**config.mk**
```make
export PLATFORM = sky130hd
export DESIGN_NAME = softmax_exp_sequencer
export DESIGN_NICKNAME = d
export VERILOG_FILES = /design/src/rtl/softmax_pkg.sv /design/src/rtl/softmax_exp_sequencer.sv
export SDC_FILE = /design/constraint.sdc
export NUM_CORES = 1
export LEC_CHECK = 0
export BUFFER_PORTS_ARGS = -buffer_cell sky130_fd_sc_hd__buf_2
export CORE_AREA = 2 2 163 149
export DETAILED_ROUTE_END_ITERATION = 6
export DIE_AREA = 0 0 165 151
export GPL_TIMING_DRIVEN = 0
export PLACE_DENSITY_LB_ADDON = 0.25
export SYNTH_ARGS = -nofsm -noshare
export SYNTH_HDL_FRONTEND = slang
export SYNTH_SLANG_ARGS = --single-unit
```
**constraint.sdc**
```tcl
create_clock -name clk -period 3.6 [get_ports clk]
set_input_delay 0.72 -clock clk [delete_from_list [all_inputs] [get_ports clk]]
set_output_delay 0.72 -clock clk [all_outputs]
set_load 0.05 [all_outputs]
```
**src/rtl/softmax_pkg.sv**
```systemverilog
// softmax_pkg
// Shared definitions for the softmax exp sequencer: FSM state encoding,
// Q-format constants for scores (Q16.16) and exp results (Q1.15), and the
// saturating subtract that forms the exp operand (score - row max).
package softmax_pkg;

  localparam int SCORE_WIDTH     = 33;
  localparam int SCORE_FRAC_BITS = 16;
  localparam int EXP_FRAC_BITS   = 15;

  typedef enum logic [2:0] {
    ST_IDLE,
    ST_MAX,
    ST_RD,
    ST_ISSUE,
    ST_WAIT,
    ST_FINISH
  } state_e;

  // a - b evaluated one bit wider, then clamped back into SCORE_WIDTH.
  // Overflow shows up as the top two bits of the wide result disagreeing.
  function automatic logic [SCORE_WIDTH-1:0] sat_sub(
    input logic [SCORE_WIDTH-1:0] a,
    input logic [SCORE_WIDTH-1:0] b
  );
    logic signed [SCORE_WIDTH:0] diff;
    logic [SCORE_WIDTH-1:0]      res;
    diff = $signed({a[SCORE_WIDTH-1], a}) - $signed({b[SCORE_WIDTH-1], b});
    if (diff[SCORE_WIDTH] != diff[SCORE_WIDTH-1]) begin
      res = diff[SCORE_WIDTH] ? {1'b1, {(SCORE_WIDTH-1){1'b0}}}
                              : {1'b0, {(SCORE_WIDTH-1){1'b1}}};
    end else begin
      res = diff[SCORE_WIDTH-1:0];
    end
    return res;
  endfunction

endpackage

```
**src/rtl/softmax_exp_sequencer.sv**
```systemverilog
// softmax_exp_sequencer
// Runs one softmax row through the shared exp unit: max-scan over the score
// buffer, then one (score - max) operand per element to the exp unit, each
// result written to the probability buffer and summed for the normaliser.
//
// Ports
//   clk, rst_n            clock, asynchronous active-low reset
//   start, row_len        row request and element count (clamped to VEC_LEN)
//   busy, done, err       status; err (exp unit timeout) is valid with done
//   rd_en, rd_addr,       score buffer read port, data returns 1 cycle later
//   rd_data
//   start_exp, x_in       exp unit request pulse and held operand
//   y_out, exp_done       exp unit result and result-valid level
//   wr_en, wr_addr,       probability buffer write port
//   wr_data
//   sum_out               sum of exp results over the row, valid from done
//
// IN_WIDTH must equal softmax_pkg::SCORE_WIDTH (the subtract is built there).
//
// state     | meaning
// ----------+-----------------------------------------------------------
// ST_IDLE   | waiting for start (ignored during the done cycle)
// ST_MAX    | streaming reads 0..len-1, tracking the signed maximum
// ST_RD     | read of element i in flight
// ST_ISSUE  | form saturated (score - max), pulse start_exp
// ST_WAIT   | waiting for exp_done, timeout down-counter running
// ST_FINISH | publish sum, pulse done, drop busy
module softmax_exp_sequencer
  import softmax_pkg::*;
#(
  parameter int VEC_LEN    = 64,
  parameter int ADDR_WIDTH = $clog2(VEC_LEN),
  parameter int IN_WIDTH   = SCORE_WIDTH,
  parameter int EXP_WIDTH  = 16,
  parameter int SUM_WIDTH  = EXP_WIDTH + ADDR_WIDTH + 1,
  parameter int TIMEOUT    = 64
) (
  input  logic                  clk,
  input  logic                  rst_n,
  input  logic                  start,
  input  logic [ADDR_WIDTH:0]   row_len,
  output logic                  busy,
  output logic                  done,
  output logic                  err,
  output logic                  rd_en,
  output logic [ADDR_WIDTH-1:0] rd_addr,
  input  logic [IN_WIDTH-1:0]   rd_data,
  output logic                  start_exp,
  output logic [IN_WIDTH-1:0]   x_in,
  input  logic [EXP_WIDTH-1:0]  y_out,
  input  logic                  exp_done,
  output logic                  wr_en,
  output logic [ADDR_WIDTH-1:0] wr_addr,
  output logic [EXP_WIDTH-1:0]  wr_data,
  output logic [SUM_WIDTH-1:0]  sum_out
);

  localparam int CNT_W = ADDR_WIDTH + 1;
  localparam int TMR_W = (TIMEOUT > 1) ? $clog2(TIMEOUT) : 1;
  localparam logic [CNT_W-1:0] VEC_LEN_C = CNT_W'(VEC_LEN);
  localparam logic [TMR_W-1:0] TMR_LOAD  = TMR_W'(TIMEOUT - 1);

  state_e                state_q, state_d;
  logic [CNT_W-1:0]      len_q, len_d;
  logic [CNT_W-1:0]      cnt_q, cnt_d;
  logic [ADDR_WIDTH-1:0] idx_q, idx_d;
  logic [IN_WIDTH-1:0]   max_q, max_d;
  logic [SUM_WIDTH-1:0]  sum_q, sum_d;
  logic [TMR_W-1:0]      tmr_q, tmr_d;

  logic                  busy_q, busy_d;
  logic                  done_q, done_d;
  logic                  err_q, err_d;
  logic                  rd_en_q, rd_en_d;
  logic [ADDR_WIDTH-1:0] rd_addr_q, rd_addr_d;
  logic                  start_exp_q, start_exp_d;
  logic [IN_WIDTH-1:0]   x_in_q, x_in_d;
  logic                  wr_en_q, wr_en_d;
  logic [ADDR_WIDTH-1:0] wr_addr_q, wr_addr_d;
  logic [EXP_WIDTH-1:0]  wr_data_q, wr_data_d;
  logic [SUM_WIDTH-1:0]  sum_out_q, sum_out_d;

  logic [CNT_W-1:0]      cnt_nxt;
  logic                  last_elem;
  logic                  exp_valid;

  assign cnt_nxt   = cnt_q + CNT_W'(1);
  assign last_elem = ({1'b0, idx_q} == (len_q - CNT_W'(1)));
  // While start_exp is still high the exp unit has not yet seen the request,
  // so exp_done may be the previous element's level; ignore it that cycle.
  assign exp_valid = exp_done && !start_exp_q;

  always_ff @(posedge clk or negedge rst_n) begin
    if (!rst_n) begin
      state_q     <= ST_IDLE;
      len_q       <= '0;
      cnt_q       <= '0;
      idx_q       <= '0;
      max_q       <= '0;
      sum_q       <= '0;
      tmr_q       <= '0;
      busy_q      <= 1'b0;
      done_q      <= 1'b0;
      err_q       <= 1'b0;
      rd_en_q     <= 1'b0;
      rd_addr_q   <= '0;
      start_exp_q <= 1'b0;
      x_in_q      <= '0;
      wr_en_q     <= 1'b0;
      wr_addr_q   <= '0;
      wr_data_q   <= '0;
      sum_out_q   <= '0;
    end else begin
      state_q     <= state_d;
      len_q       <= len_d;
      cnt_q       <= cnt_d;
      idx_q       <= idx_d;
      max_q       <= max_d;
      sum_q       <= sum_d;
      tmr_q       <= tmr_d;
      busy_q      <= busy_d;
      done_q      <= done_d;
      err_q       <= err_d;
      rd_en_q     <= rd_en_d;
      rd_addr_q   <= rd_addr_d;
      start_exp_q <= start_exp_d;
      x_in_q      <= x_in_d;
      wr_en_q     <= wr_en_d;
      wr_addr_q   <= wr_addr_d;
      wr_data_q   <= wr_data_d;
      sum_out_q   <= sum_out_d;
    end
  end

  always_comb begin
    state_d     = state_q;
    len_d       = len_q;
    cnt_d       = cnt_q;
    idx_d       = idx_q;
    max_d       = max_q;
    sum_d       = sum_q;
    tmr_d       = tmr_q;
    busy_d      = busy_q;
    done_d      = 1'b0;
    err_d       = err_q;
    rd_en_d     = 1'b0;
    rd_addr_d   = rd_addr_q;
    start_exp_d = 1'b0;
    x_in_d      = x_in_q;
    wr_en_d     = 1'b0;
    wr_addr_d   = wr_addr_q;
    wr_data_d   = wr_data_q;
    sum_out_d   = sum_out_q;

    unique case (state_q)
      ST_IDLE: begin
        // done_q marks the completion cycle; a start there is dropped.
        if (start && !done_q) begin
          len_d  = (row_len > VEC_LEN_C) ? VEC_LEN_C : row_len;
          sum_d  = '0;
          err_d  = 1'b0;
          busy_d = 1'b1;
          cnt_d  = '0;
          if (row_len == '0) begin
            state_d = ST_FINISH;
          end else begin
            state_d   = ST_MAX;
            rd_en_d   = 1'b1;
            rd_addr_d = '0;
          end
        end
      end

      // cnt_q counts MAX cycles; data for address cnt_q-1 is on rd_data.
      ST_MAX: begin
        cnt_d = cnt_nxt;
        if (cnt_nxt < len_q) begin
          rd_en_d   = 1'b1;
          rd_addr_d = cnt_nxt[ADDR_WIDTH-1:0];
        end
        if (cnt_q == CNT_W'(1)) begin
          max_d = rd_data;
        end else if (cnt_q != '0 && $signed(rd_data) > $signed(max_q)) begin
          max_d = rd_data;
        end
        if (cnt_q == len_q) begin
          state_d   = ST_RD;
          idx_d     = '0;
          rd_en_d   = 1'b1;
          rd_addr_d = '0;
        end
      end

      ST_RD: begin
        state_d = ST_ISSUE;
      end

      ST_ISSUE: begin
        x_in_d      = sat_sub(rd_data, max_q);
        start_exp_d = 1'b1;
        tmr_d       = TMR_LOAD;
        state_d     = ST_WAIT;
      end

      ST_WAIT: begin
        if (exp_valid) begin
          wr_en_d   = 1'b1;
          wr_addr_d = idx_q;
          wr_data_d = y_out;
          sum_d     = sum_q + {{(SUM_WIDTH-EXP_WIDTH){1'b0}}, y_out};
          if (last_elem) begin
            state_d = ST_FINISH;
          end else begin
            idx_d     = idx_q + ADDR_WIDTH'(1);
            rd_en_d   = 1'b1;
            rd_addr_d = idx_q + ADDR_WIDTH'(1);
            state_d   = ST_RD;
          end
        end else if (tmr_q == '0) begin
          err_d   = 1'b1;
          state_d = ST_FINISH;
        end else begin
          tmr_d = tmr_q - TMR_W'(1);
        end
      end

      ST_FINISH: begin
        done_d    = 1'b1;
        sum_out_d = sum_q;
        busy_d    = 1'b0;
        state_d   = ST_IDLE;
      end

      default: begin
        state_d = ST_IDLE;
      end
    endcase
  end

  assign busy      = busy_q;
  assign done      = done_q;
  assign err       = err_q;
  assign rd_en     = rd_en_q;
  assign rd_addr   = rd_addr_q;
  assign start_exp = start_exp_q;
  assign x_in      = x_in_q;
  assign wr_en     = wr_en_q;
  assign wr_addr   = wr_addr_q;
  assign wr_data   = wr_data_q;
  assign sum_out   = sum_out_q;

endmodule
```
Yosys cells after proc, flatten, opt, wreduce, memory -nomap -nowiden
Index checks and enable logic that the tools add are counted.
- memory bits (writable): 0
- bits in latches: 0
- bits in registers: 175
- memory bits (read-only): 0
- output and inout port bits: 90
- memories kept: 0
- shifts and indexed selects: 0
- eq/ne operators: 19
- div/mod/pow operators: 0
- magnitude comparators: 3
- mux-type cells: 46
- $mul: 0
- bitwise operators: 0
- $add $sub $neg: 6
- reductions and logical operators: 27
- operators by type and width (operator ; count):
    two-way mux 33 bit ; 4
    two-way mux 6 bit ; 9
    two-way mux 23 bit ; 2
    one-hot mux 23 bit (2 select lines) ; 1
    subtractor 33 x 33 -> 34 bit ; 1
    greater-than comparator 33 bit ; 1
    one-hot mux 6 bit (2 select lines) ; 2
    adder 23 x 16 -> 23 bit ; 1
    two-way mux 3 bit ; 6
    one-hot mux 6 bit (3 select lines) ; 1
    inequality test 2 bit (second input constant) ; 8
    one-hot mux 3 bit (5 select lines) ; 1
    two-way mux 1 bit ; 14
    two-way mux 7 bit ; 2
    one-hot mux 7 bit (2 select lines) ; 1
    nonzero test 2 bit ; 6
    AND reduction 2 bit ; 5
    AND reduction 3 bit ; 3
    AND reduction 4 bit ; 2
    adder 7 x 1 -> 7 bit (second input constant) ; 1
    == test 6 x 7 -> 1 bit ; 1
    == test 7 x 1 -> 1 bit (second input constant) ; 1
    == test 7 bit ; 1
    greater-than comparator 7 bit (second input constant) ; 1
    other kinds (19) ; 26

Longest topological paths before layout
- depth after elaboration: 5
- gate-level depth with buffers: 15
- depth with buffers taken out: 13

Worst setup path after synthesis
No wires, ideal clock.
- kind: input -> register
- start point: input port rd_data[15]
- end point: register max_q[14]
- setup slack: 210 ps
- arrival: 3265 ps
- cell stages on the path: 11
- buffers on the path: 2
- cell sequence: ha_1 buf_2 a21o_1 a311o_1 a21oi_1 o311ai_1 o31ai_4 o21ai_1 a32oi_4 buf_6 mux2_2
- cells in the longest elaborated chain, start to end: 4
- RTL lines (element ; RTL line ; source):
    from (decl) ; softmax_exp_sequencer.sv:47 ; input logic [IN_WIDTH-1:0] rd_data,
    greater-than comparator 33 bit ; softmax_exp_sequencer.sv:183 ; end else if (cnt_q != '0 && $signed(rd_data) > $signed(max_q)) begin
    logical AND 1 bit ; softmax_exp_sequencer.sv:183 ;
    nonzero test 2 bit (no line) ; - ;
    AND reduction 2 bit (no line) ; - ;
    to (signal assigned) ; softmax_exp_sequencer.sv:118 ; max_q <= max_d;
    to (decl) ; softmax_exp_sequencer.sv:67 ; logic [IN_WIDTH-1:0] max_q, max_d;
Every way passes these cells.
A chain may end at the register's enable or synchronous reset.

Worst setup path after layout
- start point: input port rd_data[15]
- end point: register max_q[27]
The elaborated chain is that of the path after synthesis.

==> results.tsv <==
metric	value	unit
status	completed	
cts_buffer_depth	2	
postRouteAntennaNets	0	
muxShareOfSynthArea	0.0694	
final_cells	1614	
synthAdderAreaFrac	0.0826	
grt_max_degree	114	
slew_viol_final	0	
path_buf_inv	3	
drt_iter0_markers	655	
drc	0	
fp.dieW	165	um
htreeDepth	4	
antenna_found_initial	1	
path_common_cell	buf_2	
rows	53	
worstPathMaxFanout	10	
pin_count	150	
layout.nets	1425	
max_slew.worst_pin.slew	1.27	ns
synth-seq-cells	175	
crit_slowest_cell	a32oi_4	
async_flop_share	1.00	
worstPathArrival	3.80	ns
hold_class	in -> async	
portBuffers	149	
finish.utilization	0.523	
finalSetupTns	0	ns
setup_viol	0	
start_util	0.446	
worst_skew_pair.late_latency	0.44	ns
crit_cells	12	
synth-compound-area-share	0.151	
syn_area	10300	sq um
critPathCaptureType	flip-flop	
relSlewSlack	0.147	
synthSimpleGateAreaFrac	0.164	
drv_cap	0	
worstSetupStartpointType	input port	
routed_via_density	5.30	
synth_enable_flop_cells	0	
rsz0062_at_grt	no	
drt_wl_total	25400	um
place_area	11500	sq um
grtUsageTotal	0.212	
diodes	0	
dieHeight	151	um
cpPeakStageDelay	0.45	ns
drtPass1Iterations	5	
rr_worst_depth	12	
yosysSeqAreaShare	0.425	
wl_per_cell	15.8	um
layout_common_cells	nand2_1, dfrtp_1, buf_2	
fin_area	12100	sq um
routabilityCongestion	0.892	
cts_buffers	17	
ys_types	66	
cts.sinks	175	
post-place-cells	1580	
layout_commonest_cell	nand2_1	
area_growth_syn_to_layout	17.3	%
fin_skew	0.0109	ns
core_region_area	23100	sq um
synth_nets	1254	
grt_pass1_wl	41700	um
root_buffer	clkbuf_16	
grt_overflow	0	
die_area	24900	sq um
cts_tree	yes	
synthCells	1128	
ir_drop	0.000545	V
synth_xor_xnor_area_share	0.0628	
vias	8553	
synth_top_family_by_area	simple AND/OR/NAND/NOR gates	
synth_top_flop_cell	dfrtp_1	
clkTransAtPathRegs	0.08	ns
fmax	288	MHz
grt_pass1_vias	8298	
power_density	1040	nW/um^2
total_leakage_power	6.05	nW
cts_hold_buf	0	
finalCritPeriodShare	0.965	
dp_hpwl	19100	um
fin_crit	3.47	ns
cp_top_family	compound AO/OA/AOI/OAI gates	
post_route_cells_drive_above_1_share	0.201	
critical_path_class	in -> reg	
nFillCells	2164	
ys_warn_count	0	
crit_chain	buf_2, ha_1, buf_2, a21o_1, a311o_1, a21oi_1, o311ai_1, o31ai_4, o21ai_1, a32oi_4, buf_6, mux2_2	
hold_violations	0	
syn_avg_cell_area	9.14	sq um
required	3.92	ns
## flip-flops by register name, indices dropped and copies added, names as in the netlist
signal / cells
err: 1
len_q: 7
state_q: 3
start_exp: 1
max_q: 33
wr_addr: 6
tmr_q: 6
cnt_q: 7
sum_out: 23
rd_en: 1
sum_q: 23
busy: 1
idx_q: 6
done: 1
x_in: 33
wr_en: 1
rd_addr: 6
wr_data: 16
## routing by layer
layer / wire length (um) / GRT usage / up-vias / part of all wire
met1: 12100 / 0.292 / 4057 / 0.47
li1: - / - / 4251 / -
met4: 327 / 0.0513 / 2 / 0.013
met3: 1150 / 0.0342 / 24 / 0.045
met5: 15 / 0 / - / 0.00059
met2: 11900 / 0.350 / 219 / 0.47
## repair_timing
item | CTS | global route
setup buffers | 0 | 2
gates resized for setup | 0 | 6
endpoints found under the setup margin | 0 | 56
endpoints found under the hold margin | 0 | 0
## per-stage QoR
| step | hold slack [ns] | setup slack (ns) | total power [W] |
|---|---|---|---|
| finish | 0.195 | 0.126 | 0.0126 |
| floorplan | 0.424 | 0.210 | 0.00888 |
| global route | 0.239 | 0.000707 | 0.0136 |
| detailed placement | 0.457 | -0.393 | 0.0107 |
| global placement | 0.453 | -1.10 | 0.0106 |
| CTS | 0.218 | 0.0721 | 0.0126 |
## layout make-up
class                           count  area (sq um)  area share
Inverter                           65           244      0.0202
Sequential cell                   175          4380       0.362
Clock buffer                       18           429      0.0355
Timing Repair Buffer              152           798      0.0660
Tap cell                          302           378      0.0312
Multi-Input combinational cell    840          5490       0.454
Clock inverter                     14           150      0.0124
Buffer                             48           226      0.0187
## kinds of logic (layout without fill, tap and decap cells)
logic type	after synthesis	after routing
buffers and inverters	113	297
AO/OA/AOI/OAI	255	255
XOR/XNOR	74	74
multiplexers	64	64
AND/OR/NAND/NOR	380	380
adder cells (fa/ha/maj)	67	67
flip-flops	175	175
## final timing paths
kind | from | endpoint | slack [ns]
worst min-delay path | rst_n | len_q[2]$_DFFE_PN0P_ | 0.20
worst max register to register | max_q[15]$_DFFE_PN0P_ | max_q[27]$_DFFE_PN0P_ | 0.14
min in group clk | wr_data[13]$_DFFE_PN0P_ | wr_data[13]$_DFFE_PN0P_ | 0.47
worst min register to register | wr_data[13]$_DFFE_PN0P_ | wr_data[13]$_DFFE_PN0P_ | 0.47
worst max-delay path | rd_data[15] | max_q[27]$_DFFE_PN0P_ | 0.13
max in group asynchronous | rst_n | x_in[26]$_DFFE_PN0P_ | 2.49
## report_power, final
group / internal [W] / switching [W] / total, W
combinational: 0.00269 / 0.00488 / 0.00757
sequential: 0.00270 / 0.000466 / 0.00317
clock: 0.000924 / 0.000900 / 0.00182
total: 0.00632 / 0.00625 / 0.0126
## Yosys cell counts, drive strengths merged (5+ instances only)
cell type | n | area [sq um]
nand3b | 6 | 45.0
and2 | 6 | 37.5
clkbuf | 34 | 129
nor2 | 67 | 251
a31oi | 11 | 68.8
a21oi | 63 | 319
inv | 64 | 240
buf | 14 | 97.6
xnor2 | 43 | 377
or4 | 5 | 37.5
nor2b | 11 | 68.8
mux2 | 60 | 676
o21ai | 103 | 515
nor4 | 6 | 37.5
a211oi | 7 | 52.6
or3 | 5 | 31.3
o21a | 6 | 45.0
o31ai | 6 | 58.8
ha | 64 | 801
a21o | 16 | 120
o21bai | 9 | 71.3
nand3 | 33 | 170
nand2b | 13 | 81.3
nor3 | 19 | 95.1
xor2 | 31 | 272
o211ai | 5 | 37.5
dfrtp | 175 | 4380
nand2 | 192 | 721
and3 | 7 | 48.8
nand4 | 8 | 50.1
No activity file was read; power rests on OpenSTA's default activity.
